==> src/rtl/teclado_scanner.sv <==
// rtl/teclado_scanner.sv - 4x4 keypad scanner with debounce and one-shot key events
//
// Purpose: drives the keypad columns one at a time, synchronizes the rows,
// debounces both press and release, and turns each accepted key into a single
// one-cycle push (digit on entrada) or guardar (# key) pulse.
//
// Ports:
//   clk       system clock
//   rst       synchronous active-high reset
//   filas     raw keypad rows, asynchronous, active-low
//   columnas  column drive, active-low, one bit low at a time
//   entrada   last accepted digit, held until the next digit
//   push      one-cycle pulse, digit accepted (entrada valid same cycle)
//   guardar   one-cycle pulse, # key accepted
module teclado_scanner #(
   parameter int SCAN_DIV        = 50000,
   parameter int DEBOUNCE_CYCLES = 500000
) (
   input  logic       clk,
   input  logic       rst,
   input  logic [3:0] filas,
   output logic [3:0] columnas,
   output logic [3:0] entrada,
   output logic       push,
   output logic       guardar
);

   localparam int SW = (SCAN_DIV > 1) ? $clog2(SCAN_DIV) : 1;
   localparam int DW = (DEBOUNCE_CYCLES > 1) ? $clog2(DEBOUNCE_CYCLES) : 1;
   localparam logic [SW-1:0] SLOT_LAST = SW'(SCAN_DIV - 1);
   localparam logic [DW-1:0] CNT_LAST  = DW'(DEBOUNCE_CYCLES - 1);

   typedef enum logic [1:0] {
      S_SCAN,
      S_DEBOUNCE,
      S_EMIT,
      S_RELEASE
   } state_t;

   state_t        state;
   logic [3:0]    filas_m;
   logic [3:0]    filas_s;
   logic [3:0]    patron;
   logic [SW-1:0] slot;
   logic [DW-1:0] cnt;

   logic [1:0]    col;
   logic [1:0]    row;
   logic          is_digit;
   logic          is_hash;
   logic [3:0]    digito;

   // Column index of the currently driven (low) column.
   always_comb begin
      col = 2'd0;
      case (columnas)
         4'b1101: col = 2'd1;
         4'b1011: col = 2'd2;
         4'b0111: col = 2'd3;
         default: col = 2'd0;
      endcase
   end

   // Lowest low row wins when several keys in one column are pressed.
   always_comb begin
      if (!patron[0])      row = 2'd0;
      else if (!patron[1]) row = 2'd1;
      else if (!patron[2]) row = 2'd2;
      else                 row = 2'd3;
   end

   // Rows 0..2 / columns 0..2 hold digits 1..9 laid out as r*3+c+1;
   // row 3 carries * 0 # and column 3 the letter keys.
   always_comb begin
      is_digit = 1'b0;
      is_hash  = 1'b0;
      digito   = 4'd0;
      if (row != 2'd3) begin
         if (col != 2'd3) begin
            is_digit = 1'b1;
            digito   = ({2'b00, row} * 4'd3) + {2'b00, col} + 4'd1;
         end
      end else if (col == 2'd1) begin
         is_digit = 1'b1;
         digito   = 4'd0;
      end else if (col == 2'd2) begin
         is_hash = 1'b1;
      end
   end

   always_ff @(posedge clk) begin
      if (rst) begin
         state    <= S_SCAN;
         filas_m  <= 4'hF;
         filas_s  <= 4'hF;
         patron   <= 4'hF;
         slot     <= '0;
         cnt      <= '0;
         columnas <= 4'b1110;
         entrada  <= 4'd0;
         push     <= 1'b0;
         guardar  <= 1'b0;
      end else begin
         filas_m <= filas;
         filas_s <= filas_m;
         push    <= 1'b0;
         guardar <= 1'b0;

         case (state)
            S_SCAN: begin
               if (slot == SLOT_LAST) begin
                  slot <= '0;
                  if (filas_s != 4'hF) begin
                     // Column stays frozen while the press is qualified.
                     patron <= filas_s;
                     cnt    <= '0;
                     state  <= S_DEBOUNCE;
                  end else begin
                     columnas <= {columnas[2:0], columnas[3]};
                  end
               end else begin
                  slot <= slot + 1'b1;
               end
            end

            S_DEBOUNCE: begin
               if (filas_s != patron) begin
                  slot  <= '0;
                  state <= S_SCAN;
               end else if (cnt == CNT_LAST) begin
                  state <= S_EMIT;
               end else begin
                  cnt <= cnt + 1'b1;
               end
            end

            S_EMIT: begin
               push    <= is_digit;
               guardar <= is_hash;
               if (is_digit) entrada <= digito;
               cnt   <= '0;
               state <= S_RELEASE;
            end

            S_RELEASE: begin
               // Any low row restarts the release qualification, so a held
               // key never produces a second event.
               if (filas_s != 4'hF) begin
                  cnt <= '0;
               end else if (cnt == CNT_LAST) begin
                  cnt      <= '0;
                  slot     <= '0;
                  columnas <= {columnas[2:0], columnas[3]};
                  state    <= S_SCAN;
               end else begin
                  cnt <= cnt + 1'b1;
               end
            end

            default: state <= S_SCAN;
         endcase
      end
   end

endmodule

==> config.mk <==
export PLATFORM = sky130hd
export DESIGN_NAME = teclado_scanner
export DESIGN_NICKNAME = d
export VERILOG_FILES = /design/src/rtl/teclado_scanner.sv
export SDC_FILE = /design/constraint.sdc
export NUM_CORES = 1
export LEC_CHECK = 0
export CORE_UTILIZATION = 62
export CTS_BUF_LIST = sky130_fd_sc_hd__clkbuf_8
export DETAILED_ROUTE_END_ITERATION = 8
export PLACE_DENSITY = 0.82
export SYNTH_ARGS = -nofsm -noshare
export SYNTH_HDL_FRONTEND = slang
export SYNTH_SLANG_ARGS = --single-unit
==> constraint.sdc <==
create_clock -name clk -period 2.45 [get_ports clk]
set_clock_uncertainty 0.15 [all_clocks]
set_input_delay 0.735 -clock clk [delete_from_list [all_inputs] [get_ports clk]]
set_output_delay 0.735 -clock clk [all_outputs]
set_load 0.01 [all_outputs]
==> results_dict.tcl, run 1 <==
set metrics [dict create \
    fin_nets 400 \
    synth.net_count 378 \
    async_flop_share_pct 0 \
    antenna_found_initial 0 \
    antenna_left 0 \
    cts_tree "yes" \
    hold_viol 0 \
    critPathMaxStageDelay_ns 0.50 \
    critical_path_class "flop to flop" \
    cp.required_ns 2.57 \
    core_area_um2 4755 \
    final-setup-viol-count 0 \
    cts_buffer_depth 2 \
    crit_chain "ha_2, and4_2, and3_1, nand2b_4, a211oi_4, buf_12, or4_1, a21oi_1" \
    final_layout_size_suffix_gt1_share_pct 14.54 \
    max-cap-violations 0 \
    slew_violations 0 \
    cellPowerDensity_nw_per_um2 565.2 \
    portBuffers 15 \
    cp-end-kind "flop" \
    ys_types 54 \
    synthFlopType "dfxtp_1" \
    cts-buffers-inserted 9 \
    io_pins 16 \
    rows 25 \
    vias_per_cell 6.068 \
    yosysTopAreaCellShare_pct 38.50 \
    cp_max_fo 35 \
    synth-edff-count 0 \
    critPathArrivalTime_ns 2.46 \
    max_freq_mhz 428.7 \
    worstMarginPinSlew_ns 0.5396 \
    htreeDepth 3 \
    cp-start-kind "flop" \
    irDropWorstVdd_mv 0.7395 \
    synthTopCellsByArea "dfxtp_1, a21oi_1, nor2_1" \
    post-route-period-util_pct 95.20 \
    grt_overflow 0 \
    die_y_um 72.35 \
    hp-class "flop to flop" \
    dr.pass1.iters 6 \
    routed_wl_mm 6.919 \
    outcome "finished, final reports clean" \
    synth.avg_cell_area_um2 8.405 \
    num_vias 2785 \
    gp_congestion 0.8950 \
    cts_hold_buf 0 \
    synth_top_cell_by_area "dfxtp_1" \
    grt_pass1_wl_mm 10.99 \
    grt_use_total_pct 27.27 \
    drc 0 \
    clock-sinks 59 \
    clock_latency_ns 0.35 \
    dieArea_um2 5234 \
    routedWlPerCell_um 15.07 \
    drt-initial-drc-count 250 \
    hpwlAfterDp_mm 4.404 \
    dp_cells 441 \
    syn_inst 365 \
    cts_root_buffer "clkbuf_8" \
    slew-limit-headroom_pct 63.52 \
    initial_utilization_pct 64.53 \
    grt_pass1_vias 2416 \
    grt_max_degree 46 \
    die_w_um 72.35 \
    p_leak_uw 0.001265 \
    tns_ns 0 \
    synth_seq_area_share_pct 38.50 \
    synth_seq_cells 59 \
    path_clk_slew_ns 0.07 \
    period_minus_slack_ns 2.332 \
    slowest_stage "or4_1" \
    stdcell_count 459 \
    syn2layout_area_growth_pct 17.58 \
    syn_area_um2 3068 \
    antennaDiodeCount 0 \
    ys_warn_count 0 \
]
## cells by family (layout without fill, tap and decap cells)
logic type	Yosys count	after routing	synth area share [%]
simple gates	169	169	33.03
fa+ha+maj	7	7	3.099
mux	5	5	1.631
compound gates	94	94	18.27
flops	59	59	38.50
xor+xnor	6	6	1.713
buf+inv	25	52	3.752
## per-layer routing
| metal | wire length [µm] | global-route usage (%) | up-vias |
|---|---|---|---|
| met2 | 3444 | 44.34 | 81 |
| met3 | 365 | 9.722 | 12 |
| met4 | 124 | 8.715 | 0 |
| met1 | 2984 | 33.74 | 1308 |
| met5 | 0 | 0 | - |
| li1 | - | - | 1384 |
## per-stage QoR
step / setup slack (ns) / cell area, µm² / hold slack, ns / utilization (%) / total power, µW
4_1_cts: 0.1029 / 3550 / 0.2607 / 74.66 / 2049
6_report: 0.1176 / 3607 / 0.2620 / 75.87 / 2039
3_3_place_gp: 0.1856 / 3324 / 0.2404 / 69.92 / 1051
3_5_place_dp: 0.1161 / 3324 / 0.2444 / 69.92 / 1054
2_1_floorplan: 0.2194 / 3068 / 0.2395 / - / 1031
5_1_grt: -0.004565 / 3607 / 0.2628 / 75.87 / 2108
## layout make-up
type                       count  area [µm²]
multi-input combinational    281        1810
sequential                    59        1185
clock inverter                 7       101.3
fill                         352        1147
timing repair buffer          28       272.8
clock buffer                   9       123.9
inverter                       8       30.03
tap                           67       83.83
## registers in the layout, indices dropped and copies added (netlist names), named ones only
signal and cells:
patron 4, push 1, state 1, filas_s 4, guardar 1, columnas 4, filas_m 4, slot 16
cnt 19, entrada 4
## path summary, 6_finish.rpt
kind | slack (ns) | endpoint | from | cells after the start
setup reg to reg | 0.12 | cnt[7] | cnt[0] | 8
setup / recovery | 0.12 | cnt[7] | cnt[0] | 8
hold reg to reg | 0.26 | filas_s[2] | filas_m[2] | 1
hold / removal | 0.26 | filas_s[2] | filas_m[2] | 1
## report_power, final
part           internal (µW)  switching (µW)  leakage (µW)
registers                970            8.95      0.000478
logic                   27.0            30.0      0.000681
clock network            578             425      0.000106
## repair_timing
| item | CTS | global route |
|---|---|---|
| gates resized for setup | 0 | 10 |
| endpoints found under the hold margin | 0 | 0 |
| setup buffers | 0 | 2 |
| endpoints found under the setup margin | 0 | 18 |
## cell usage after synthesis, types with 2 or more instances
cell and count:
xor2_1 5, a21o_1 2, a21oi_1 42, and2_1 2, nor2_1 33, nor2b_1 6, o21ai_1 5, or2_2 9
buf_6 2, or3_1 12, buf_2 2, or4_1 11, nor3b_1 2, inv_1 8, o31ai_1 6, o21ai_0 21
nand3b_1 5, and3_1 9, or3b_2 2, and4b_1 2, ha_1 6, nand4b_1 3, nor4b_2 2, nand3_1 15
and4_1 6, nand4_1 7, nor3_1 4, nand2b_1 6, mux2i_1 5, nand2_1 25, a211o_1 5, o211ai_1 4
clkbuf_1 12, dfxtp_1 59
## worst max-delay path, delay by kind of cell (launching register included)
kind	cells	cell delay (ns)
simple gates	4	1.13
fa+ha+maj	1	0.22
flops	1	0.35
buf+inv	1	0.19
compound gates	2	0.22
## cells in the final DEF (no fill, tap or decap), types with 5 or more instances in the layout
cell type	count
a211o_1	5
a21oi_1	42
and3_1	8
and4_1	5
buf_4	11
clkbuf_8	9
clkdlybuf4s50_1	15
dfxtp_1	56
inv_1	8
mux2i_1	5
nand2_1	25
nand2b_1	6
nand3_1	15
nand3b_1	5
nand4_1	7
nor2_1	33
nor2b_1	6
o21ai_0	21
o21ai_1	5
o31ai_1	6
or2_2	9
or3_1	12
or4_1	11
xor2_1	5
No activity file was read; power rests on OpenSTA's default activity.
==> run 2: changes to the inputs <==
- CORE_ASPECT_RATIO: not set -> 1.4
- GPL_TIMING_DRIVEN: not set -> 0
==> run 2 against run 1 <==
Critical path depth unchanged; hold slack got worse by 0.0029 ns; cell count is 0.44% higher; via count up 1.7%; maximum frequency fell by 0.87%; critical path type unchanged; critical endpoint is now entrada[2].
==> results_dict.tcl, run 2 (synthesis gave the netlist of run 1 again) <==
set metrics [dict create \
    dp_worst_setup_slack_ns -0.04047 \
    outcome "finished, final reports clean" \
    die_w_um 61.45 \
    io_pins 16 \
    final_common_cell "dfxtp_1" \
    cellPowerDensity_nw_per_um2 501.9 \
    die_y_um 85.23 \
    hold_viol 0 \
    reg_top3 "cnt x19, slot x16" \
    setup_ws_ns 0.09723 \
    dr.pass1.iters 5 \
    initial_utilization_pct 66.06 \
    slew-limit-headroom_pct 63.01 \
    tns_ns 0 \
    fillers 360 \
    routed_wl_mm 7.352 \
    cp-start-kind "flop" \
    portBuffers 14 \
    worstMarginPinSlew_ns 0.5548 \
    fin_area_um2 3581 \
    rows 29 \
    regArea_um2 1192 \
    cp_max_fo 8 \
    antenna_found_initial 0 \
    cpLargestDelayFamily "adder cells" \
    path_clk_slew_ns 0.07 \
    crit_path_frequent_cell "a21oi_1" \
    drt-initial-drc-count 156 \
    syn2layout_area_growth_pct 16.72 \
    core_area_um2 4644 \
    htreeDepth 3 \
    critPathMaxStageDelay_ns 0.47 \
    hpwlAfterDp_mm 5.023 \
    critPathLaunch "columnas[2]" \
    critical_path_class "flop to flop" \
    num_vias 2831 \
    final_layout_size_suffix_gt1_share_pct 15.54 \
    cp.required_ns 2.58 \
    drc 0 \
    holdWs_ns 0.2591 \
    period_minus_slack_ns 2.353 \
    grt_max_degree 12 \
    cp-end-kind "flop" \
    cts-buffers-inserted 9 \
    clock-sinks 59 \
    cts_buffer_depth 2 \
    grt_pass1_vias 2572 \
    grt_overflow 0 \
    fin_nets 407 \
    antennaDiodeCount 0 \
    p_leak_uw 0.001240 \
    dieArea_um2 5237 \
    crit_chain "nand2b_1, a21oi_1, ha_1, inv_1, fa_1, xor2_1, or3_1, a21oi_1" \
    worstReg2RegStart "columnas[2]" \
    dp_cells 441 \
    cts_root_buffer "clkbuf_8" \
    slowest_stage "dfxtp_1" \
    grt_use_total_pct 29.39 \
    hp-class "flop to flop" \
    multiInputGateArea_um2 1854 \
    slew_violations 0 \
    grt_pass1_wl_mm 11.42 \
    irDropWorstVdd_mv 0.5332 \
    critPathArrivalTime_ns 2.48 \
    final-setup-viol-count 0 \
    final_cell_mix "dfxtp_1, a21oi_1, nor2_1" \
    placed_area_um2 3286 \
    post-route-period-util_pct 96.03 \
    top_register "cnt" \
    stdcell_count 461 \
    max-cap-violations 0 \
    gp_congestion 0.9279 \
    cts_tree "yes" \
    largest_register_ffs 19 \
    cp_num_buf_inv 1 \
    vias_per_cell 6.141 \
    antenna_left 0 \
    clock_latency_ns 0.35 \
    min_from "filas_m[1]" \
    max_freq_mhz 425.0 \
    routedWlPerCell_um 15.95 \
]
run 2: changes by cell type in the layout (fill, tap and decap cells not counted), moves of 2 or more:
cell and change:
clkbuf_1 +12, buf_6 +3, buf_12 -2, buf_4 -8, dfxtp_1 -4, dfxtp_2 +3
bufinv_16 -2, buf_2 +3, clkinv_2 +2
run 2: path summary, 6_finish.rpt:
kind | endpoint | slack (ns) | cells after the start
worst max register to register | entrada[2] | 0.1 | 8
worst min-delay path | filas_s[1] | 0.26 | 1
worst max-delay path | entrada[2] | 0.1 | 8
worst min register to register | filas_s[1] | 0.26 | 1
run 2: cell type report:
class	instances	area share (%)
multi-input cells	281	51.78
well taps	62	2.166
flip-flops and latches	59	33.30
clock buffers	9	3.459
inverters	8	0.8386
clock inverters	7	1.293
plain buffers	17	2.481
repair buffers	18	4.682
run 2: stage by stage:
stage / util [%] / power [µW]
floorplan: - / 1031
global placement: 70.74 / 1048
detailed placement: 70.74 / 1050
CTS: 74.84 / 1800
global route: 77.10 / 1845
finish: 77.10 / 1797
run 2: per-layer routing:
layer	share of wire [%]	GRT usage, %	vias up
met5	0	0	-
met4	2.3	11.92	0
met3	3.3	7.927	16
met2	54	52.27	69
met1	40	31.54	1353
li1	-	-	1393
run 2: report_power, final:
part | total [µW] | internal (µW) | switching (µW)
clock network | 769 | 361 | 407
registers | 976 | 968 | 8.04
logic | 52.3 | 21.6 | 30.6
total | 1800 | 1350 | 446
run 2: repair_timing:
action,4_1_cts,5_1_grt
setup buffers,1,2
endpoints found under the setup margin,16,35
pin swaps,1,3
hold buffers,0,0
cloned,0,1
gates resized for setup,4,22
